### src/rtl/peak_pos_tracker_if.sv
// Signal bundle between the scan sequencer / servo logic and peak_pos_tracker.
// The master drives the scan controls and samples. The slave returns the committed and running results.
interface peak_pos_tracker_if #(
    parameter int DATA_W = 12,
    parameter int POS_W  = 32,
    parameter int N_AXES = 2,
    parameter int CNT_W  = 16
);
    // Handshake: scan_start and scan_end are single-cycle pulses with no back-pressure.
    // sample_valid qualifies sample/pos_in on each edge. The sequencer must not pulse
    // scan_start again until busy has returned low.
    logic                     scan_start;
    logic                     scan_end;
    logic                     sample_valid;
    logic [DATA_W-1:0]        sample;
    logic [N_AXES*POS_W-1:0]  pos_in;
    logic [DATA_W-1:0]        max_val;
    logic [N_AXES*POS_W-1:0]  max_pos;
    logic [DATA_W-1:0]        run_val;
    logic [CNT_W-1:0]         sample_cnt;
    logic                     busy;
    logic                     new_max;
    logic                     done;
    logic [1:0]               dbg_state;

    modport master (
        output scan_start, scan_end, sample_valid, sample, pos_in,
        input  max_val, max_pos, run_val, sample_cnt, busy, new_max, done, dbg_state
    );

    modport slave (
        input  scan_start, scan_end, sample_valid, sample, pos_in,
        output max_val, max_pos, run_val, sample_cnt, busy, new_max, done, dbg_state
    );
endinterface

### src/rtl/peak_pos_tracker.sv
// Bounded-window peak tracker with a hysteresis threshold. It records the servo position of the
// running peak and commits the peak value and position together when the scan closes.
module peak_pos_tracker #(
    parameter int DATA_W    = 12,
    parameter int POS_W     = 32,
    parameter int N_AXES    = 2,
    parameter int HYST      = 4,
    parameter int POS_RESET = 500,
    parameter int CNT_W     = 16
) (
    input logic CLK,
    input logic RST,
    peak_pos_tracker_if.slave bus
);
    typedef enum logic [1:0] {
        IDLE   = 2'd0,
        SCAN   = 2'd1,
        COMMIT = 2'd2
    } state_t;

    localparam logic [DATA_W:0]              HYST_EXT    = (DATA_W+1)'(HYST);
    localparam logic [POS_W-1:0]             POS_RST_AX  = POS_W'(POS_RESET);
    localparam logic [N_AXES*POS_W-1:0]      POS_RST_VEC = {N_AXES{POS_RST_AX}};

    state_t                    state_q;
    logic [DATA_W-1:0]         max_val_q;
    logic [N_AXES*POS_W-1:0]   max_pos_q;
    logic [DATA_W-1:0]         run_val_q;
    logic [N_AXES*POS_W-1:0]   run_pos_q;
    logic [CNT_W-1:0]          cnt_q;
    logic                      first_q;
    logic                      new_max_q;
    logic                      done_q;

    // The threshold is one bit wider than the data, so a peak near full scale blocks later accepts instead of wrapping.
    logic [DATA_W:0] thresh;
    logic            accept;

    always_comb begin
        thresh = {1'b0, run_val_q} + HYST_EXT;
        accept = first_q || ({1'b0, bus.sample} >= thresh);
    end

    always_ff @(posedge CLK) begin
        if (RST) begin
            state_q   <= IDLE;
            max_val_q <= '0;
            max_pos_q <= POS_RST_VEC;
            run_val_q <= '0;
            run_pos_q <= POS_RST_VEC;
            cnt_q     <= '0;
            first_q   <= 1'b0;
            new_max_q <= 1'b0;
            done_q    <= 1'b0;
        end else begin
            new_max_q <= 1'b0;
            done_q    <= 1'b0;
            case (state_q)
                IDLE: begin
                    if (bus.scan_start) begin
                        state_q   <= SCAN;
                        run_val_q <= '0;
                        run_pos_q <= max_pos_q;
                        cnt_q     <= '0;
                        first_q   <= 1'b1;
                    end
                end
                SCAN: begin
                    if (bus.scan_start) begin
                        run_val_q <= '0;
                        run_pos_q <= max_pos_q;
                        cnt_q     <= '0;
                        first_q   <= 1'b1;
                    end else begin
                        if (bus.sample_valid) begin
                            if (cnt_q != '1) begin
                                cnt_q <= cnt_q + 1'b1;
                            end
                            if (accept) begin
                                run_val_q <= bus.sample;
                                run_pos_q <= bus.pos_in;
                                first_q   <= 1'b0;
                                new_max_q <= 1'b1;
                            end
                        end
                        if (bus.scan_end) begin
                            state_q <= COMMIT;
                        end
                    end
                end
                COMMIT: begin
                    // An empty scan leaves the previous commit in place.
                    if (cnt_q != '0) begin
                        max_val_q <= run_val_q;
                        max_pos_q <= run_pos_q;
                    end
                    done_q  <= 1'b1;
                    state_q <= IDLE;
                end
                default: state_q <= IDLE;
            endcase
        end
    end

    assign bus.max_val    = max_val_q;
    assign bus.max_pos    = max_pos_q;
    assign bus.run_val    = run_val_q;
    assign bus.sample_cnt = cnt_q;
    assign bus.busy       = (state_q != IDLE);
    assign bus.new_max    = new_max_q;
    assign bus.done       = done_q;
    assign bus.dbg_state  = state_q;
endmodule

### src/flat_wrapper.sv
// flat-port wrapper written by rule: the top's interface ports become plain ports
module peak_pos_tracker_flat 
#(
    parameter int DATA_W    = 12,
    parameter int POS_W     = 32,
    parameter int N_AXES    = 2,
    parameter int HYST      = 4,
    parameter int POS_RESET = 500,
    parameter int CNT_W     = 16
)
  (CLK, RST, bus_scan_start, bus_scan_end, bus_sample_valid, bus_sample, bus_pos_in, bus_max_val, bus_max_pos, bus_run_val, bus_sample_cnt, bus_busy, bus_new_max, bus_done, bus_dbg_state);
  peak_pos_tracker_if #(.DATA_W(DATA_W), .POS_W(POS_W), .N_AXES(N_AXES), .CNT_W(CNT_W)) bus_i ();
  input logic CLK;
  input logic RST;
  input wire logic [$bits(bus_i.scan_start)-1:0] bus_scan_start;
  input wire logic [$bits(bus_i.scan_end)-1:0] bus_scan_end;
  input wire logic [$bits(bus_i.sample_valid)-1:0] bus_sample_valid;
  input wire logic [$bits(bus_i.sample)-1:0] bus_sample;
  input wire logic [$bits(bus_i.pos_in)-1:0] bus_pos_in;
  output wire logic [$bits(bus_i.max_val)-1:0] bus_max_val;
  output wire logic [$bits(bus_i.max_pos)-1:0] bus_max_pos;
  output wire logic [$bits(bus_i.run_val)-1:0] bus_run_val;
  output wire logic [$bits(bus_i.sample_cnt)-1:0] bus_sample_cnt;
  output wire logic [$bits(bus_i.busy)-1:0] bus_busy;
  output wire logic [$bits(bus_i.new_max)-1:0] bus_new_max;
  output wire logic [$bits(bus_i.done)-1:0] bus_done;
  output wire logic [$bits(bus_i.dbg_state)-1:0] bus_dbg_state;
  assign bus_i.scan_start = bus_scan_start;
  assign bus_i.scan_end = bus_scan_end;
  assign bus_i.sample_valid = bus_sample_valid;
  assign bus_i.sample = bus_sample;
  assign bus_i.pos_in = bus_pos_in;
  assign bus_max_val = bus_i.max_val;
  assign bus_max_pos = bus_i.max_pos;
  assign bus_run_val = bus_i.run_val;
  assign bus_sample_cnt = bus_i.sample_cnt;
  assign bus_busy = bus_i.busy;
  assign bus_new_max = bus_i.new_max;
  assign bus_done = bus_i.done;
  assign bus_dbg_state = bus_i.dbg_state;
  peak_pos_tracker #(.DATA_W(DATA_W), .POS_W(POS_W), .N_AXES(N_AXES), .HYST(HYST), .POS_RESET(POS_RESET), .CNT_W(CNT_W)) u_core (.CLK(CLK), .RST(RST), .bus(bus_i));
endmodule
### config.mk
export PLATFORM = sky130hd
export DESIGN_NAME = peak_pos_tracker_flat
export DESIGN_NICKNAME = d
export VERILOG_FILES = /design/src/rtl/peak_pos_tracker_if.sv /design/src/rtl/peak_pos_tracker.sv /design/src/flat_wrapper.sv
export SDC_FILE = /design/constraint.sdc
export NUM_CORES = 1
export LEC_CHECK = 0
export BUFFER_PORTS_ARGS = -buffer_cell sky130_fd_sc_hd__buf_2
export CAP_MARGIN = 20
export CORE_ASPECT_RATIO = 1.75
export CORE_MARGIN = 2
export CORE_UTILIZATION = 30
export DETAILED_ROUTE_END_ITERATION = 10
export SLEW_MARGIN = 25
export SYNTH_ARGS = -nofsm -noshare
export SYNTH_HDL_FRONTEND = slang
export SYNTH_SLANG_ARGS = --single-unit
### constraint.sdc
create_clock -name CLK -period 7.5 [get_ports CLK]
set_clock_uncertainty 0.1 [all_clocks]
set_input_delay 1.5 -clock CLK [delete_from_list [all_inputs] [get_ports CLK]]
set_output_delay 1.5 -clock CLK [all_outputs]
set_load 0.02 [all_outputs]
# Word-level counts from Yosys, hierarchy flattened
# Index checks and enable logic that the tools add are counted.
word_totals:
  ff_bits: 173
  output_inout_bits: 109
  elab_cells: 59
op_classes:
  addsub: 2
  n_lt_le_gt_ge: 1
  n_eq_ne: 9
  muxes: 26
  bitwise: 2
  n_reduce_logical: 10
ops:
  columns: ["operator", "n"]
  rows:
  - ["$mux W64", 4]
  - ["$pmux W64 S2", 1]
  - ["$mux W16", 4]
  - ["$mux W12", 4]
  - ["$pmux W16 S2", 1]
  - ["$pmux W12 S2", 1]
  - ["$add A16 B1 Y16 const B", 1]
  - ["$ne A16 B16 Y1 const B", 1]
  - ["$reduce_bool A16 Y1", 1]
  - ["$add A12 B3 Y13 const B", 1]
  - ["$ge A12 B13 Y1", 1]
  - ["$reduce_and A4 Y1", 2]
  - ["$mux W1", 6]
  - ["$mux W2", 3]
  - ["$ne A2 B2 Y1 const B", 3]
  - ["$ne A3 B2 Y1 const B", 2]
  - ["$pmux W2 S2", 1]
  - ["$reduce_bool A2 Y1", 2]
  - ["$reduce_or A4 Y1", 1]
  - ["$ne A3 B3 Y1 const B", 1]
  - ["$reduce_and A3 Y1", 1]
  - ["$eq A2 B1 Y1 const B", 1]
  - ["$eq A2 B2 Y1 const B", 1]
  - ["$logic_not A2 Y1", 1]
  - ["other kinds (4)", 5]

# Depth between registers and ports, before layout
depth:
  depth_word: 7
  depth_mapped: 14
  mapped_depth_nobuf: 11

# Least setup slack after synthesis
# Ideal clock, no wire load.
synth_timing:
  path_type: "input to register"
  startpoint: "input port bus_sample[0]"
  endpoint: "register u_core.run_pos_q[59]"
  setup_ps: 121
  arrival_time_ps: 3060
  required_time_ps: 7279
  setup_slack_ps: 4218
  stages: 9
  n_path_buf: 2
  path_cell_list: "inv_1 ha_1 nor3b_1 o21ai_0 a21oi_1 a2bb2oi_2 buf_6 buf_6 mux2_4"
synth_between:
  elab_chain_cells: 4
synth_rtl:
  columns: ["item", "line", "rtl"]
  rows:
  - ["start: declaration", "flat_wrapper.sv:18", "input wire logic [$bits(bus_i.sample)-1:0] bus_sample;"]
  - ["$ge A12 B13 Y1", "peak_pos_tracker.sv:41", "accept = first_q || ({1'b0, bus.sample} >= thresh);"]
  - ["$logic_or A1 B1 Y1", "peak_pos_tracker.sv:41", null]
  - ["$ne A3 B2 Y1 (no line)", null, null]
  - ["$reduce_and A4 Y1 (no line)", null, null]
  - ["end signal: assignment", "peak_pos_tracker.sv:63", "run_pos_q <= max_pos_q;"]
  - ["end signal: assignment", "peak_pos_tracker.sv:71", "run_pos_q <= max_pos_q;"]
  - ["end signal: assignment", "peak_pos_tracker.sv:81", "run_pos_q <= bus.pos_in;"]
  - ["end: declaration", "peak_pos_tracker.sv:29", "logic [N_AXES*POS_W-1:0] run_pos_q;"]
# Every way passes these cells.
# A chain may end at the register's enable or synchronous reset.

# Final worst setup path
layout_timing:
  startpoint: "input port bus_sample[0]"
  endpoint: "register u_core.run_pos_q[58]"
# Same word-level chain as after synthesis.

==> metrics <==
Synth Instances 963; RSZ-0062 raised after global routing false; first-pass GRT wire length 34,790 um; crit share post-route 52.65%; CTS tree yes; worst hold path stage count 2; hold endpoint u_core.bus.max_pos[33]$_SDFFE_PP0P_; Die H 218.5 um; vias in the first global route 6,782; initial antenna violation count 1; Final HPWL DP 14,490 um; critical path arrival 4.16 ns; max_cap viols 0; die area 27,650 um^2; Port-buffer cells 189; syn nets 1,059; post-cts hold buffer count 0; gr ovfl total 0; row count 78; Setup CP Type input port to flop; clk root buf clkbuf_16; synthesized cell area 7886 um^2; Critical R2R Capture u_core.run_pos_q[58]$_SDFFE_PP0P_; Final ANT Viol Nets 0; top sig layer met4; Setup Buffers After CTS 0; area of the multi-input gates 4154 um^2; DRC viols 0; Reg2Reg Depth 12; IO Count 190; area delta synth->final 22.67%; reg2reg setup slack 3.60 ns; clock tree buffer depth 2; Critical Path RT 7.72 ns; gpl congestion 0.8704; crit path time final 3.949 ns; DR vias 7,025; largest net degree at the start of global routing 121; DR WL/cell 15.26 um; leak pwr 0.003913 uW; Slew headroom 35.40%; ys async rst share 0%; Final setup viols 0; Slowest-stage cell, CP a2bb2oi_4; HP Start u_core.run_pos_q[33]$_SDFFE_PP0P_; CTS Buf Count 17; total number of yosys warnings 0; met2 routed wirelength 11,870 um; register area share after synthesis 43.92%; PwrDens 206.6 nW/um^2; Worst Path Buf+Inv 3; status completed; Layout Nets 1,205; Min-Delay Path Class flop to flop; vias per cell 4.868; Setup crit end kind flop; CTS sink cnt 173; fill cell count 2,727; Initial Util 30.49%; DIE WIDTH 126.6 um; Post-Place Cells 1,410; syn_area_per_cell 8.189 um^2; register area 3463 um^2; share of post-route cells with drive strength above 1 25.76%; Max Slew Vio Count 0; Clk pin slew, worst setup/hold paths 0.06 ns; Worst-Margin Slew 0.9690 ns; final hold vios 0; CP Cell Sequence buf_2 -> inv_1 -> ha_1 -> nor3b_1 -> o21ai_0 -> a21oi_1 -> a2bb2oi_4 -> buf_12 -> mux2_2; r2r startpoint u_core.bus.run_val[2]$_SDFFE_PP0P_; Netlist cell types 49; met1 WL 8723 um; Crit Path Max Fanout 50; H-Tree Depth 4; Layout Cells excl Fill 1,443; slowest stage delay, CP 0.73 ns; drt pass-1 iters 4; Post-synth EDFFs 0; Core Footprint 25,860 um^2; met3 WL 786 um; top_reg_cell synth dfxtp_1; upper clock frequency limit 253.2 MHz; DRT Wirelength 22,020 um; cts repair resizes 0; total negative setup slack 0 ns; DRT iter0 DRCs 383; Worst IR Drop VDD 0.1306 mV; synthesized flop and latch total 173; worst skew pair latency 0.43 ns; GR Util All Layers 15.76%; crit start category input port; delay-heaviest family, CP compound AO/OA/AOI/OAI gates
## report_power, final
group	switching (uW)	internal, uW	leakage (uW)
clock network	374	542	0.000294
logic	86.2	57.9	0.00222
registers	8.03	930	0.00140
## cell usage in the layout, fill, tap and decap left out, types with 15 or more instances in the layout
cell,netlist,final
a21oi_1,127,127
and2_1,15,15
buf_2,6,188
clkbuf_16,0,17
dfxtp_1,173,173
ha_1,15,15
mux2_2,48,48
nand2_1,272,272
nor2_1,27,27
nor2b_1,65,65
## area by class of cell
| type | count | area share [%] |
|---|---|---|
| repair buffers | 197 | 10.59 |
| well taps | 320 | 4.139 |
| inverters | 7 | 0.2716 |
| clock buffers | 22 | 4.798 |
| flip-flops and latches | 173 | 35.80 |
| diodes | 1 | 0.02587 |
| multi-input cells | 713 | 42.94 |
| clock inverters | 10 | 1.436 |
## synth_stat cells (12+ instances only)
cell type  instances  area [um^2]
mux2_2            48        540.5
dfxtp_1          173         3463
clkbuf_1          48        180.2
nor2_1            27        101.4
a211oi_1          13        97.59
a21oi_1          127        635.6
buf_1             14        52.55
xor2_1            13        113.9
and2_1            15        93.84
nand2_1          272         1021
nor2b_1           65        406.6
mux2i_1           12        120.1
nand3b_1          12        90.09
o2bb2ai_1         13        113.9
ha_1              15        187.7
## through the flow
| stage | setup slack (ns) | instance area [um^2] | utilization (%) | hold slack, ns | power (uW) |
|---|---|---|---|---|---|
| 6_report | 3.551 | 9674 | 37.41 | 0.3420 | 1999 |
| 5_1_grt | 3.382 | 9674 | 37.41 | 0.3639 | 2080 |
| 4_1_cts | 3.583 | 9672 | 37.40 | 0.3437 | 2029 |
| 3_5_place_dp | 3.109 | 9069 | 35.07 | 0.3407 | 1105 |
| 3_3_place_gp | 3.151 | 9062 | 35.04 | 0.3321 | 1102 |
| 2_1_floorplan | 4.218 | 7886 | - | 0.3273 | 1052 |
## logic make-up (layout without fill, tap and decap cells)
logic type / Yosys count / count (layout) / share of synthesized area (%)
xor+xnor: 18 / 18 / 1.999
other cells: 0 / 1 / 0
buf+inv: 77 / 236 / 3.951
compound gates: 173 / 173 / 12.61
flops: 173 / 173 / 43.92
simple gates: 443 / 443 / 26.00
mux: 64 / 64 / 9.139
fa+ha+maj: 15 / 15 / 2.380
## worst min-delay path, stage by stage, from the launching register on
cell and delay, ns:
dfxtp_1 0.30, nand2_1 0.05, a21oi_1 0.05
## sequential cells by signal (all words and copies together), names as in the netlist
| register | count |
|---|---|
| u_core.bus.dbg_state | 2 |
| u_core.run_pos_q | 64 |
| u_core.bus.max_pos | 64 |
| u_core.bus.done | 1 |
| u_core.bus.new_max | 1 |
| u_core.bus.run_val | 12 |
| u_core.bus.max_val | 12 |
| u_core.bus.sample_cnt | 16 |
| u_core.first_q | 1 |
## worst max-delay path by stage
| stage | cells past startpoint | startpoint | endpoint | slack, ns |
|---|---|---|---|---|
| CTS | 9 | bus_sample[0] | u_core.run_pos_q[58]$_SDFFE_PP0P_ | 3.58 |
| global placement | 9 | bus_sample[0] | u_core.run_pos_q[46]$_SDFFE_PP0P_ | 3.15 |
| global route | 9 | bus_sample[0] | u_core.run_pos_q[46]$_SDFFE_PP0P_ | 3.38 |
| detailed placement | 9 | bus_sample[0] | u_core.run_pos_q[58]$_SDFFE_PP0P_ | 3.11 |
| finish | 9 | bus_sample[0] | u_core.run_pos_q[58]$_SDFFE_PP0P_ | 3.55 |
| floorplan | 9 | bus_sample[0] | u_core.run_pos_q[59]$_SDFFE_PP0P_ | 4.22 |
## metal layers
layer / track usage, % / up-vias
li1: - / 3512
met1: 16.75 / 3315
met3: 2.791 / 28
met5: 0 / -
met2: 29.68 / 170
met4: 7.326 / 0
(Power assumes the default switching activity.)
